## config.mk

```make
export PLATFORM = sky130hd
export DESIGN_NAME = binary_to_bcd
export DESIGN_NICKNAME = d
export VERILOG_FILES = /design/src/rtl/binary_to_bcd_pkg.sv /design/src/rtl/bcd_add3.sv /design/src/rtl/binary_to_bcd.sv
export SDC_FILE = /design/constraint.sdc
export NUM_CORES = 1
export LEC_CHECK = 0
export CAP_MARGIN = 25
export CORE_ASPECT_RATIO = 0.8
export CORE_MARGIN = 1.5
export CORE_UTILIZATION = 45
export CTS_BUF_LIST = sky130_fd_sc_hd__clkbuf_8
export CTS_CLUSTER_SIZE = 20
export DETAILED_ROUTE_END_ITERATION = 6
export GPL_TIMING_DRIVEN = 0
export PLACE_DENSITY = 0.69
export SLEW_MARGIN = 10
export SYNTH_ARGS = -nofsm -noshare
export SYNTH_HDL_FRONTEND = slang
export SYNTH_HIERARCHICAL = 1
export SYNTH_SLANG_ARGS = --single-unit
```

## constraint.sdc

```tcl
create_clock -name i_clk -period 2.1 [get_ports i_clk]
set_input_delay 0.42 -clock i_clk [delete_from_list [all_inputs] [get_ports i_clk]]
set_output_delay 0.42 -clock i_clk [all_outputs]
set_load 0.005 [all_outputs]
```

## src/rtl/binary_to_bcd_pkg.sv

```systemverilog
// Shared constants, state encoding and elaboration-time helpers for the
// binary_to_bcd double-dabble converter.
package binary_to_bcd_pkg;

    localparam int unsigned DefBinWidth = 20;
    localparam int unsigned DefDigits   = 6;
    localparam logic [3:0]  BcdNine     = 4'h9;

    typedef enum logic {
        StIdle  = 1'b0,
        StShift = 1'b1
    } state_e;

    // 10^n as a 64-bit constant; used to derive the saturation threshold.
    function automatic logic [63:0] pow10(input int unsigned n);
        logic [63:0] r;
        r = 64'd1;
        for (int unsigned i = 0; i < n; i++) begin
            r = r * 64'd10;
        end
        return r;
    endfunction

endpackage

```

## src/rtl/bcd_add3.sv

```systemverilog
// Single-digit double-dabble correction: digits of five or more get +3 so
// the following left shift carries correctly into the next decimal digit.
module bcd_add3 (
    input  logic [3:0] i_digit,
    output logic [3:0] o_digit
);

    assign o_digit = (i_digit >= 4'd5) ? (i_digit + 4'd3) : i_digit;

endmodule

```

## src/rtl/binary_to_bcd.sv

```systemverilog
// Sequential double-dabble converter: unsigned binary in, packed BCD out,
// one shift per clock, saturating to all nines above 10^DIGITS-1.
module binary_to_bcd
    import binary_to_bcd_pkg::*;
#(
    parameter int unsigned BIN_WIDTH = DefBinWidth,
    parameter int unsigned DIGITS    = DefDigits
) (
    input  logic                   i_clk,
    input  logic                   i_reset,
    input  logic                   i_start,
    input  logic [BIN_WIDTH-1:0]   i_bin,
    output logic                   o_busy,
    output logic                   o_done,
    output logic [4*DIGITS-1:0]    o_bcd,
    output logic                   o_ovf
);

    localparam int unsigned BcdW    = 4 * DIGITS;
    localparam int unsigned CntW    = (BIN_WIDTH > 2) ? $clog2(BIN_WIDTH) : 1;
    localparam logic [63:0] MaxVal  = pow10(DIGITS) - 64'd1;
    localparam logic [CntW-1:0] LastCount = CntW'(BIN_WIDTH - 1);

    state_e                r_state;
    logic [BcdW-1:0]       r_scratch;
    logic [BIN_WIDTH-1:0]  r_shreg;
    logic [CntW-1:0]       r_count;
    logic                  r_ovf_pend;
    logic                  r_busy;
    logic                  r_done;
    logic [BcdW-1:0]       r_bcd;
    logic                  r_ovf;

    logic [BcdW-1:0]       w_adj;
    logic [BcdW-1:0]       w_next_scratch;
    logic [BIN_WIDTH-1:0]  w_next_shreg;
    logic [63:0]           w_bin_ext;
    logic                  w_in_ovf;
    logic                  w_unused_msb;

    for (genvar g = 0; g < DIGITS; g++) begin : g_add3
        bcd_add3 u_add3 (
            .i_digit (r_scratch[4*g +: 4]),
            .o_digit (w_adj[4*g +: 4])
        );
    end

    // Scratch MSB falls off the top; that only happens for saturating inputs.
    assign w_unused_msb   = w_adj[BcdW-1];
    assign w_next_scratch = {w_adj[BcdW-2:0], r_shreg[BIN_WIDTH-1]};
    assign w_next_shreg   = {r_shreg[BIN_WIDTH-2:0], 1'b0};

    assign w_bin_ext = 64'(i_bin);
    assign w_in_ovf  = (w_bin_ext > MaxVal);

    always_ff @(posedge i_clk) begin
        if (i_reset) begin
            r_state    <= StIdle;
            r_scratch  <= '0;
            r_shreg    <= '0;
            r_count    <= '0;
            r_ovf_pend <= 1'b0;
            r_busy     <= 1'b0;
            r_done     <= 1'b0;
            r_bcd      <= '0;
            r_ovf      <= 1'b0;
        end else begin
            r_done <= 1'b0;
            unique case (r_state)
                StIdle: begin
                    if (i_start) begin
                        r_scratch  <= '0;
                        r_shreg    <= i_bin;
                        r_count    <= '0;
                        r_ovf_pend <= w_in_ovf;
                        r_busy     <= 1'b1;
                        r_state    <= StShift;
                    end
                end
                StShift: begin
                    r_scratch <= w_next_scratch;
                    r_shreg   <= w_next_shreg;
                    r_count   <= r_count + 1'b1;
                    if (r_count == LastCount) begin
                        r_bcd   <= r_ovf_pend ? {DIGITS{BcdNine}} : w_next_scratch;
                        r_ovf   <= r_ovf_pend;
                        r_done  <= 1'b1;
                        r_busy  <= 1'b0;
                        r_state <= StIdle;
                    end
                end
                default: r_state <= StIdle;
            endcase
        end
    end

    assign o_busy = r_busy;
    assign o_done = r_done;
    assign o_bcd  = r_bcd;
    assign o_ovf  = r_ovf;

endmodule

```

==> run_results.csv <==
group,metric,value,unit
run_status,status,"complete, no violations",
route,drc,0,
placement,io_buffer_count,48,
finish,nets,498,
route,post_drt_wl_per_cell,14.2,um
clocking,cts.repair.resized,0,
clocking,tritoncts,"built",
hold_path,hold_path.class,"reg2reg",
synthesis,post_synth.cell_area_avg,9.35,um^2
power_and_ir_drop,p_clk_frac,0.377,
finish,antenna_cells,0,
power_and_ir_drop,seqPwrFrac,0.531,
placement,routabilityCongestion,0.843,
synthesis,synth_area,3770,um^2
finish,final_util,0.571,
global_routing,gr-total-overflow,0,
synthesis,syn_inst,403,
sta,grt_setup_unrepaired,"false",
clocking,cts.sinks,78,
synthesis,syn_nets,439,
clocking,root_buffer,"clkbuf_8",
sta,layout_setup_ws,0.409,ns
finish,drive_gt1_frac,0.146,
power_and_ir_drop,finalPower,2.88,mW
critical_path,critical_path_arrival,1.27,ns
route,first_pass_iters,4,
critical_path,crit_path_max_incr_delay,0.53,ns
power_and_ir_drop,pwr-share-comb,0.092,
critical_path,reg2reg_from,"r_count[0]$_SDFFE_PP0P_",
finish,syn2layout_area_growth,21.4,%
route,dr_total_vias,2975,
global_routing,grt_pass1_wl,13500,um
sta,slew_viol_final,0,
floorplanning,rows,29,
sta,clock.fmax,0.592,GHz
floorplanning,die_h,84.9,um
route,routed_wl,8170,um
sta,tns,0,ns
floorplanning,dieArea,8940,um^2
floorplanning,core_area,8020,um^2
floorplanning,start_util,0.470,
critical_path,crit_slowest_cell,"clkdlybuf4s50_1",
sta,hold_viol_final,0,
placement,dpl-instance-area,4390,um^2
sta,relSlewSlack,0.628,
global_routing,grt_pass1_vias,2866,
critical_path,path_buf_inv,1,
clocking,clkSlewWorstSetupHoldPaths,0.08,ns
finish,num-fill-cells,752,
route,routed_via_density,5.17,
power_and_ir_drop,p_int,2.18,mW
clocking,clock_path_buffers,2,
global_routing,grtUsageTotal,0.192,
placement,pre_cts_ws,0.0526,ns
sta,finalSetupViolCount,0,
clocking,tritoncts.num_buffers,9,
critical_path,cp-end-kind,"output pin",
synthesis,yosys_warnings,6,
finish,layout.area.seq,1560,um^2
critical_path,crit_chain,"clkdlybuf4s50_1",
power_and_ir_drop,leakagePower,1.74,nW
clocking,worst_skew_pair.late_latency,0.35,ns
critical_path,worstSetupStartpoint,"o_bcd[23]$_SDFFE_PP0P_",
route,dr.first_iter.drc_count,88,
power_and_ir_drop,p_switching,702,uW
floorplanning,io_pins,50,
sta,period_minus_slack,1.69,ns
sta,clock_skew,0.0123,ns
power_and_ir_drop,ir_worst_vdd,0.414,mV
finish,multiInputGateArea,2000,um^2
power_and_ir_drop,swShare,0.244,
sta,tightest_slew,0.558,ns
floorplanning,die_w,105,um
finish,fin_area,4580,um^2
global_routing,grt_max_degree,14,
clocking,cts.hold.buffers_added,0,
hold_path,hp-start,"o_bcd[19]$_SDFFE_PP0P_",
global_routing,antenna_found_initial,0,
route,ant_nets,0,
critical_path,worst_ep_required_time,1.68,ns
finish,layout_common_cells,"dfxtp_1, nor2_1, clkdlybuf4s50_1, mux2i_1",
critical_path,worst-path-max-fanout,2,
critical_path,cp_top_family,"buffers and inverters",
clocking,cts_max_level,3,
power_and_ir_drop,p_per_area,629,nW/um^2
placement,dp_hpwl,5900,um
sta,finalCritPeriodShare,0.805,
critical_path,startpoint_type,"flip-flop",
clocking,post_cts_buffers,0,
job,drv_cap,0,
critical_path,worstSetupPathType,"reg2out",
finish,final_common_cell,"dfxtp_1",
registers in the layout (all words and copies together), names as in the netlist:
| register | count |
|---|---|
| r_ovf_pend | 1 |
| r_state | 1 |
| o_busy | 1 |
| r_scratch | 24 |
| r_shreg | 20 |
| o_done | 1 |
| r_count | 5 |
| o_ovf | 1 |
| o_bcd | 24 |
stage by stage:
stage | hold slack [ns] | cells
floorplan | 0.456 | 403
global placement | 0.449 | 559
detailed placement | 0.447 | 559
CTS | 0.470 | 575
global route | 0.487 | 575
finish | 0.465 | 575
power by group through the flow:
stage	combinational (mW)	sequential [mW]	clock (mW)
4_1_cts	0.266	1.53	1.12
3_5_place_dp	0.265	1.56	0
5_1_grt	0.287	1.53	1.18
6_report	0.264	1.53	1.09
3_3_place_gp	0.259	1.56	0
2_1_floorplan	0.172	1.56	0
final cells by class:
class / count / share of cell area
inverters: 15 / 0.0123
repair buffers: 48 / 0.105
flip-flops and latches: 78 / 0.341
clock buffers: 9 / 0.0271
clock inverters: 7 / 0.0148
well taps: 108 / 0.0295
multi-input cells: 284 / 0.438
plain buffers: 26 / 0.0323
layer usage:
layer / GRT usage / vias to the layer above / wire, um
li1: - / 1499 / -
met1: 0.244 / 1414 / 4100
met2: 0.323 / 56 / 3700
met3: 0.0553 / 6 / 318
met4: 0.0486 / 0 / 53
met5: 0 / - / 0
path summary, 6_finish.rpt:
kind                            endpoint  slack [ns]  depth (start not counted)
hold / removal    o_bcd[19]$_SDFFE_PP0P_        0.47                          1
hold reg to reg   o_bcd[19]$_SDFFE_PP0P_        0.47                          1
setup reg to reg   o_bcd[2]$_SDFFE_PP0P_        0.50                          5
setup / recovery               o_bcd[23]        0.41                          1
No activity file was read; power rests on OpenSTA's default activity.
